--- src/rtl/csel_pkg.sv ---
// csel_pkg: shared definitions for the pipelined carry-select adder.
//   csel_params_ok : elaboration-time check of the WIDTH/BLK pairing.
//   csel_ref       : bit-serial reference adder/subtractor (up to 64 bits),
//                    returns the modulo-2^width sum, carry-out and signed
//                    overflow for the verification model.
package csel_pkg;

    localparam int unsigned CSEL_MAX_W = 64;

    typedef struct packed {
        logic [CSEL_MAX_W-1:0] sum;
        logic                  cout;
        logic                  ovf;
    } csel_res_t;

    function automatic bit csel_params_ok(input int unsigned width, input int unsigned blk);
        return (blk >= 2) && (width >= blk) && ((width % blk) == 0);
    endfunction

    function automatic csel_res_t csel_ref(input logic [CSEL_MAX_W-1:0] a,
                                           input logic [CSEL_MAX_W-1:0] b,
                                           input logic cin,
                                           input logic sub,
                                           input int unsigned width);
        csel_res_t r;
        logic      c;
        logic      cm;
        logic      bb;
        r  = '0;
        c  = sub ? 1'b1 : cin;
        cm = 1'b0;
        for (int unsigned i = 0; i < width; i++) begin
            bb         = sub ? ~b[i] : b[i];
            r.sum[i]   = a[i] ^ bb ^ c;
            if (i == width - 1) cm = c;
            c          = (a[i] & bb) | (c & (a[i] ^ bb));
        end
        r.cout = c;
        r.ovf  = cm ^ c;
        return r;
    endfunction

endpackage

--- src/rtl/csel_block.sv ---
// csel_block: combinational BLK-bit carry-select slice.
//   a, b  : operand slices (b already inverted for subtraction)
//   ci    : carry into the slice, selects between the two precomputed sums
//   s     : selected sum slice
//   co    : carry out of the slice
//   c_msb : carry into the slice MSB (used for signed overflow)
module csel_block #(
    parameter int unsigned BLK = 8
) (
    input  logic [BLK-1:0] a,
    input  logic [BLK-1:0] b,
    input  logic           ci,
    output logic [BLK-1:0] s,
    output logic           co,
    output logic           c_msb
);

    logic [BLK-1:0] s0, s1;
    logic [BLK:0]   k0, k1;

    // Two ripple chains, one assuming carry-in 0 and one assuming carry-in 1.
    always_comb begin
        s0    = '0;
        s1    = '0;
        k0    = '0;
        k1    = '0;
        k1[0] = 1'b1;
        for (int unsigned i = 0; i < BLK; i++) begin
            s0[i]   = a[i] ^ b[i] ^ k0[i];
            s1[i]   = a[i] ^ b[i] ^ k1[i];
            k0[i+1] = (a[i] & b[i]) | (k0[i] & (a[i] ^ b[i]));
            k1[i+1] = (a[i] & b[i]) | (k1[i] & (a[i] ^ b[i]));
        end
    end

    assign s     = ci ? s1 : s0;
    assign co    = ci ? k1[BLK] : k0[BLK];
    assign c_msb = ci ? k1[BLK-1] : k0[BLK-1];

endmodule

--- src/rtl/csel_pipe_adder.sv ---
// csel_pipe_adder: pipelined carry-select adder/subtractor with valid/ready.
//   clk, rst_n          : clock, asynchronous active-low reset
//   in_valid/in_ready   : operand handshake (in_ready = ~out_valid | out_ready)
//   a, b, cin, sub      : operands; sub=1 gives a-b, sub=0 gives a+b+cin
//   out_valid/out_ready : result handshake
//   sum, cout, ovf      : result, carry-out (no-borrow for sub), signed overflow
// One BLK-bit slice is resolved per stage; latency is WIDTH/BLK cycles after
// the accepting edge. The whole pipe advances together or holds together.
module csel_pipe_adder
    import csel_pkg::*;
#(
    parameter int unsigned WIDTH = 32,
    parameter int unsigned BLK   = 8
) (
    input  logic             clk,
    input  logic             rst_n,
    input  logic             in_valid,
    output logic             in_ready,
    input  logic [WIDTH-1:0] a,
    input  logic [WIDTH-1:0] b,
    input  logic             cin,
    input  logic             sub,
    output logic             out_valid,
    input  logic             out_ready,
    output logic [WIDTH-1:0] sum,
    output logic             cout,
    output logic             ovf
);

    localparam int unsigned NSTG = WIDTH / BLK;

    if (!csel_params_ok(WIDTH, BLK)) begin : g_param_check
        $error("csel_pipe_adder: WIDTH must be a multiple of BLK and BLK must be >= 2");
    end

    // Operand capture register (effective operand and carry already formed).
    logic             iv_q, ic_q;
    logic [WIDTH-1:0] ia_q, ib_q;

    // State after stage k: valid, carry out, skewed operands, resolved sum.
    logic             v_q [NSTG];
    logic             c_q [NSTG];
    logic [WIDTH-1:0] a_q [NSTG];
    logic [WIDTH-1:0] b_q [NSTG];
    logic [WIDTH-1:0] s_q [NSTG];
    logic             ovf_q;

    // Stage inputs and per-stage results.
    logic             v_d   [NSTG];
    logic             c_d   [NSTG];
    logic [WIDTH-1:0] a_d   [NSTG];
    logic [WIDTH-1:0] b_d   [NSTG];
    logic [WIDTH-1:0] s_d   [NSTG];
    logic [WIDTH-1:0] s_n   [NSTG];
    logic [BLK-1:0]   blk_s [NSTG];
    logic             c_n   [NSTG];
    logic             msb_n [NSTG];
    logic             adv;

    assign adv      = ~v_q[NSTG-1] | out_ready;
    assign in_ready = adv;

    always_comb begin
        v_d[0] = iv_q;
        c_d[0] = ic_q;
        a_d[0] = ia_q;
        b_d[0] = ib_q;
        s_d[0] = '0;
        for (int unsigned k = 1; k < NSTG; k++) begin
            v_d[k] = v_q[k-1];
            c_d[k] = c_q[k-1];
            a_d[k] = a_q[k-1];
            b_d[k] = b_q[k-1];
            s_d[k] = s_q[k-1];
        end
    end

    for (genvar k = 0; k < NSTG; k++) begin : g_stage
        csel_block #(.BLK(BLK)) u_blk (
            .a     (a_d[k][k*BLK +: BLK]),
            .b     (b_d[k][k*BLK +: BLK]),
            .ci    (c_d[k]),
            .s     (blk_s[k]),
            .co    (c_n[k]),
            .c_msb (msb_n[k])
        );
    end

    // Lower slices pass through; this stage's slice is inserted.
    always_comb begin
        for (int unsigned k = 0; k < NSTG; k++) begin
            s_n[k]                = s_d[k];
            s_n[k][k*BLK +: BLK]  = blk_s[k];
        end
    end

    always_ff @(posedge clk or negedge rst_n) begin
        if (!rst_n) begin
            iv_q  <= 1'b0;
            ic_q  <= 1'b0;
            ia_q  <= '0;
            ib_q  <= '0;
            ovf_q <= 1'b0;
            for (int unsigned k = 0; k < NSTG; k++) begin
                v_q[k] <= 1'b0;
                c_q[k] <= 1'b0;
                a_q[k] <= '0;
                b_q[k] <= '0;
                s_q[k] <= '0;
            end
        end else if (adv) begin
            iv_q  <= in_valid;
            ic_q  <= sub | cin;
            ia_q  <= a;
            ib_q  <= sub ? ~b : b;
            ovf_q <= msb_n[NSTG-1] ^ c_n[NSTG-1];
            for (int unsigned k = 0; k < NSTG; k++) begin
                v_q[k] <= v_d[k];
                c_q[k] <= c_n[k];
                a_q[k] <= a_d[k];
                b_q[k] <= b_d[k];
                s_q[k] <= s_n[k];
            end
        end
    end

    assign out_valid = v_q[NSTG-1];
    assign sum       = s_q[NSTG-1];
    assign cout      = c_q[NSTG-1];
    assign ovf       = ovf_q;

endmodule

--- config.mk ---
export PLATFORM = sky130hd
export DESIGN_NAME = csel_pipe_adder
export DESIGN_NICKNAME = d
export VERILOG_FILES = /design/src/rtl/csel_pkg.sv /design/src/rtl/csel_block.sv /design/src/rtl/csel_pipe_adder.sv
export SDC_FILE = /design/constraint.sdc
export NUM_CORES = 1
export LEC_CHECK = 0
export ABC_AREA = 1
export CORE_AREA = 2 2 202 204
export DETAILED_ROUTE_END_ITERATION = 16
export DIE_AREA = 0 0 204 206
export GPL_ROUTABILITY_DRIVEN = 0
export PLACE_DENSITY = 0.51
export REMOVE_ABC_BUFFERS = 1
export SYNTH_ARGS = -nofsm -noshare
export SYNTH_HDL_FRONTEND = slang
export SYNTH_SLANG_ARGS = --single-unit
--- constraint.sdc ---
create_clock -name clk -period 5.15 [get_ports clk]
set_input_delay 0.7725 -clock clk [delete_from_list [all_inputs] [get_ports clk]]
set_output_delay 0.7725 -clock clk [all_outputs]
set_load 0.02 [all_outputs]
==> metrics.cfg, run 1 <==
[clock_tree]
root_buffer=clkbuf_16
clock_sinks=251
cts_tree=yes
path_clk_slew_ps=60
clock_path_buffers=3
hold_buffers=0
cts_setup_buffers=0
cts.repair.resized=0
clkLatencyLatePin_ps=550
cts_buffers=30
htree_levels=1

[floorplan]
core-area_sq_mm=0.04018
die_w_um=204
die_h_um=206
die-area_sq_mm=0.04202
fp-row-count=74
io_pins=106
start_util_pct=26.56

[drt]
vias_per_cell=4.079
vias=7452
wire_per_inst_um=12.22
drt.antenna.violating_nets=0
drt_wl_total_um=22330
dr.first_iter.drc_count=387
dr.pass1.iters=4
drc=0

[power_and_ir_drop]
vdd_drop_max_v=0.0002977
p_leak_nw=6.605
power.density_mw_per_mm2=610.3

[yosys]
synth.mux.area_fraction_pct=0
synth-simple-area-share_pct=22.40
synthArstFlopShare_pct=100.0
yosysWarnings=0
synth_top_family_by_area=simple AND/OR/NAND/NOR gates
yosysUniqueCellTypes=15
synth_most_common_cell=nand2_1
synth_top_area_share_pct=58.85
synth_xor_area_share_pct=0
synth_compound_area_share_pct=5.111
syn_area_per_cell_sq_um=8.969
synth_seq_cells=251
yosysTopAreaCell=dfrtp_1
synth_cells=1190
ys_seq_area_share_pct=58.85
synthTopCellsByArea=dfrtp_1, nand2_1, fa_1
synth_edf_count=0
netlist_area_sq_mm=0.01067
synth_commonest_cells=nand2_1, dfrtp_1, inv_1, o21ai_0, nand3_1
synth_fa_ha_area_share_pct=6.190
synthFlopType=dfrtp_1

[timing]
slew_viol_final=0
fin_crit_ps=3976
clock_skew_ps=9.655
final.setup.tns_ps=0
fmax_ghz=0.2515
min_period_over_period_pct=77.20
worstMarginPinSlew_ps=1049
slew_headroom_pct=30.07
setup_viol=0
hold_viol_final=0
rsz0062_at_grt=false

[final_layout]
drive_gt1_share_pct=4.865
antenna_cells=0
final_area_sq_mm=0.01318
nets=1380
syn2layout_area_growth_pct=23.53
fill_cells=4246

[critical_path]
crit_top_cell=fa_1
r2r_start=a_d[72]
cp.arrival_ps=4420
path_max_fanout=2
slowest_delay_ps=470
cp-start-kind=flop
r2r_slack_ps=1170
end_kind=flop
crit_family=adder cells
path_buf_inv=1
criticalPathCategory=flop to flop
cp-startpoint=a_d[72]
cp.required_ps=5590
cp_slowest_cell=fa_1
crit_chain=ha_1 -> nand2_1 -> o21ai_0 -> fa_1 -> fa_1 -> fa_1 -> fa_1 -> fa_1 -> fa_1 -> inv_1 -> fa_1 -> o21ai_0

[job]
maxCapViolations=0

[run_status]
status=finished clean

[global_routing]
grt_usage_pct=11.18
overflow=0
grt_max_degree=243
antenna_found_initial=0
grt_pass1_vias=7704
grt_pass1_wl_um=38630

[place]
port_buffers=105
post-dp-hpwl_um=13300
place_area_sq_mm=0.01211

[worst_hold_path]
hold_path_class=input port to asynchronous set/reset pin

## cells in the final DEF, fill, tap and decap left out
master,synthesis,routed
buf_12,0,2
buf_2,17,1
buf_4,30,6
buf_8,0,1
bufinv_16,0,4
clkbuf_1,12,3
clkbuf_16,0,31
clkbuf_8,0,10
clkdlybuf4s50_1,0,103
clkinv_2,0,4
dfrtp_1,251,251
fa_1,28,28
ha_1,8,8
inv_1,110,110
inv_2,1,1
inv_6,0,1
nand2_1,583,583
nand2_8,0,1
nand3_1,37,37
nor2_4,1,1
o21ai_0,108,108
o21ai_1,1,1
## report_power, final
part           switching, W  internal, W  leakage (nW)
registers          0.000480      0.00285          3.03
logic               0.00145      0.00101          3.04
clock network      0.000820      0.00143         0.534
## area by class of cell
cell class / count / area [sq um] / share of cell area (%)
inverters: 111 / 416.7 / 3.160
well taps: 532 / 665.6 / 5.049
multi-input cells: 767 / 3611 / 27.39
clock inverters: 9 / 148.9 / 1.129
flip-flops and latches: 251 / 6281 / 47.64
clock buffers: 44 / 924.6 / 7.013
repair buffers: 113 / 1136 / 8.617
## cell families after synthesis
| logic type | Yosys count |
|---|---|
| AOI/OAI and AO/OA | 109 |
| buffers and inverters | 172 |
| and+or+nand+nor | 622 |
| adders and majority gates | 36 |
| DFF | 251 |
## worst paths after layout
kind / end / depth (start not counted)
setup reg to reg: s_d[47] / 12
hold reg to reg: out_valid / 2
hold / removal: a_d[61] / 1
setup / recovery: s_d[47] / 12
max in group asynchronous: s_d[68] / 2
min in group clk: out_valid / 2
## metrics by stage
stage	power, W	instances	setup slack (ps)	util (%)	hold WS, ps
3_3_place_gp	0.005831	1774	1215	30.14	434.1
6_report	0.008046	1827	1174	32.81	263.5
4_1_cts	0.008225	1827	1171	32.81	303.2
2_1_floorplan	0.004996	1129	1446	-	419.8
5_1_grt	0.008802	1827	992.2	32.81	318.1
3_5_place_dp	0.005917	1774	1172	30.14	441.2
## registers in the layout (all words and copies together), names as in the netlist
name	cells
ic_q	1
b_d	48
sum	32
v_d	3
iv_q	1
ia_q	32
out_valid	1
a_d	48
c_d	3
cout	1
ovf	1
s_d	48
ib_q	32
## per-layer routing
metal	vias up	share of wire (%)	GRT usage, %
li1	3764	-	-
met1	3533	48	15.21
met2	123	45	18.50
met3	32	3.7	1.892
met4	0	2.6	2.873
met5	-	0	0
Power figures use the tool's default switching activity.
==> run 2, diff against run 1 <==
==> constraint.sdc (replaced) <==
create_clock -name clk -period 3.9 [get_ports clk]
set_input_delay 0.585 -clock clk [delete_from_list [all_inputs] [get_ports clk]]
set_output_delay 0.585 -clock clk [all_outputs]
set_load 0.02 [all_outputs]
==> metrics.cfg, run 2 (same netlist as run 1, synthesis figures left out) <==
[timing]
slew_viol_final=0  ; unchanged
fin_crit_ps=3733  ; was 3976 ps
worstMarginPinSlew_ps=852.3  ; was 1049 ps
fmax_ghz=0.2679  ; was 0.2515 GHz
slew_headroom_pct=43.18  ; was 30.07%
setup_viol=0  ; unchanged
hold_viol_final=0  ; unchanged
rsz0062_at_grt=false  ; unchanged
clock_skew_ps=13.68  ; was 9.655 ps
min_period_over_period_pct=95.72  ; was 77.20%

[floorplan]
core-area_sq_mm=0.04018  ; unchanged
die_h_um=206  ; unchanged
die-area_sq_mm=0.04202  ; unchanged
fp-row-count=74  ; unchanged
io_pins=106  ; unchanged
start_util_pct=26.56  ; unchanged
die_w_um=204  ; unchanged

[final_layout]
nets=1383  ; was 1,380
regArea_sq_mm=0.006281  ; unchanged
drive_gt1_share_pct=5.697  ; was 4.865%
fin_util_pct=32.95  ; was 32.81%
mostFrequentLayoutCells=nand2_1, dfrtp_1, inv_1  ; unchanged
fin_cells=1832  ; was 1,827
syn2layout_area_growth_pct=24.06  ; was 23.53%
multi_input_area_sq_mm=0.003636  ; was 0.003611 sq mm
fill_cells=4239  ; was 4,246
final_common_cell=nand2_1  ; unchanged

[critical_path]
crit_top_cell=fa_1  ; unchanged
cp-start-kind=flop  ; unchanged
cp-startpoint=a_d[72]  ; unchanged
cp.arrival_ps=4210  ; was 4420 ps
cp.required_ps=4380  ; was 5590 ps
crit_chain=ha_1 -> nand2_1 -> o21ai_0 -> fa_2 -> fa_2 -> fa_2 -> fa_1 -> fa_1 -> fa_1 -> inv_1 -> fa_1 -> o21ai_1  ; was ha_1 -> nand2_1 -> o21ai_0 -> fa_1 -> fa_1 -> fa_1 -> fa_1 -> fa_1 -> fa_1 -> inv_1 -> fa_1 -> o21ai_0
slowest_delay_ps=450  ; was 470 ps
criticalPathCategory=flop to flop  ; unchanged
end_kind=flop  ; unchanged
crit_family=adder cells  ; unchanged
r2r_start=a_d[72]  ; unchanged
cp_slowest_cell=fa_1  ; unchanged
path_max_fanout=2  ; unchanged
path_buf_inv=1  ; unchanged

[worst_hold_path]
hold_path_class=input port to asynchronous set/reset pin  ; unchanged

[power_and_ir_drop]
power.density_mw_per_mm2=802.1  ; was 610.3 mW/mm^2
p_leak_nw=6.603  ; was 6.605 nW
vdd_drop_max_v=0.0003019  ; was 0.0002977 V

[clock_tree]
clock_sinks=251  ; unchanged
root_buffer=clkbuf_16  ; unchanged
path_clk_slew_ps=60  ; about the same
cts_setup_buffers=0  ; unchanged
htree_levels=1  ; unchanged
cts_buffers=30  ; unchanged
clkLatencyLatePin_ps=560  ; was 550 ps
cts_tree=yes  ; unchanged
clock_path_buffers=3  ; unchanged

[drt]
drc=0  ; unchanged
dr.pass1.iters=4  ; unchanged
vias_per_cell=4.103  ; was 4.079
dr.first_iter.drc_count=352  ; was 387
drt_wl_total_um=22340  ; was 22,330 um
vias=7517  ; was 7,452
wire_per_inst_um=12.20  ; was 12.22 um
drt.antenna.violating_nets=0  ; unchanged

[global_routing]
grt_pass1_wl_um=38510  ; was 38,630 um
grt_pass1_vias=7655  ; was 7,704
antenna_found_initial=0  ; unchanged
grt_usage_pct=11.13  ; was 11.18%
overflow=0  ; unchanged
grt_max_degree=153  ; was 243

[job]
maxCapViolations=0  ; unchanged

[place]
place_inst=1777  ; was 1,774
post-dp-hpwl_um=13580  ; was 13,300 um
port_buffers=105  ; unchanged

[run_status]
status=finished clean  ; unchanged

run 2: cell types whose count changed in the layout (fill, tap and decap cells not counted):
| cell | before | now |
|---|---|---|
| o21ai_0 | 108 | 103 |
| o21ai_1 | 1 | 6 |
| clkinv_4 | 0 | 1 |
| inv_6 | 1 | 0 |
| diode_2 | 0 | 1 |
| fa_2 | 0 | 10 |
| clkinvlp_4 | 0 | 1 |
| clkinv_2 | 4 | 5 |
| fa_1 | 28 | 18 |
| buf_12 | 2 | 5 |
| clkbuf_1 | 3 | 6 |
| clkbuf_8 | 10 | 6 |
run 2: area by class of cell:
cell class / instances / area share, %
diodes: 1 / 0.01890
clock buffers: 43 / 6.653
clock inverters: 11 / 1.219
inverters: 111 / 3.147
multi-input cells: 767 / 27.46
flip-flops and latches: 251 / 47.44
well taps: 532 / 5.027
repair buffers: 116 / 9.034
run 2: worst reg2reg max path, delay by kind of cell (launching register included):
| kind | cells | cell delay (ps) |
|---|---|---|
| adder cells (fa/ha/maj) | 8 | 2920 |
| AO/OA/AOI/OAI | 2 | 230 |
| AND/OR/NAND/NOR | 1 | 60 |
| buffers and inverters | 1 | 80 |
| flip-flops | 1 | 380 |
run 2: power breakdown:
part | internal (W) | leakage, nW | switching [W]
combinational | 0.00138 | 3.06 | 0.00194
sequential | 0.00377 | 3.03 | 0.000631
clock | 0.00182 | 0.513 | 0.00108
run 2: layer usage:
metal / wire [um] / global-route usage (%)
met5: 0 / 0
met4: 482 / 2.640
met3: 964 / 2.239
met2: 10310 / 18.49
met1: 10590 / 14.97
run 2: path summary, 6_finish.rpt:
path / end / slack [ps] / cells past startpoint
max in group asynchronous: b_d[58] / 2930 / 2
setup / recovery: s_d[47] / 170 / 12
min in group clk: out_valid / 450 / 2
hold / removal: b_d[92] / 50 / 1
hold reg to reg: out_valid / 450 / 2
setup reg to reg: s_d[47] / 170 / 12
run 2: what timing repair did:
action	CTS	global route
hold buffers	0	0
resized for setup	3	12
setup endpoints to repair	2	5
run 2: per-stage QoR:
| step | setup slack, ps | hold WS (ps) | setup TNS, ps | total power (W) | area, sq um |
|---|---|---|---|---|---|
| detailed placement | -60.95 | 441.8 | -60.95 | 0.007823 | 12170 |
| global route | 0.1585 | 105.2 | 0 | 0.01164 | 13240 |
| floorplan | 195.7 | 289.4 | 0 | 0.006597 | 10290 |
| global placement | 1.059 | 430.7 | 0 | 0.007716 | 12170 |
| finish | 167.1 | 54.46 | 0 | 0.01062 | 13240 |
| CTS | 34.84 | 77.49 | 0 | 0.01083 | 13220 |
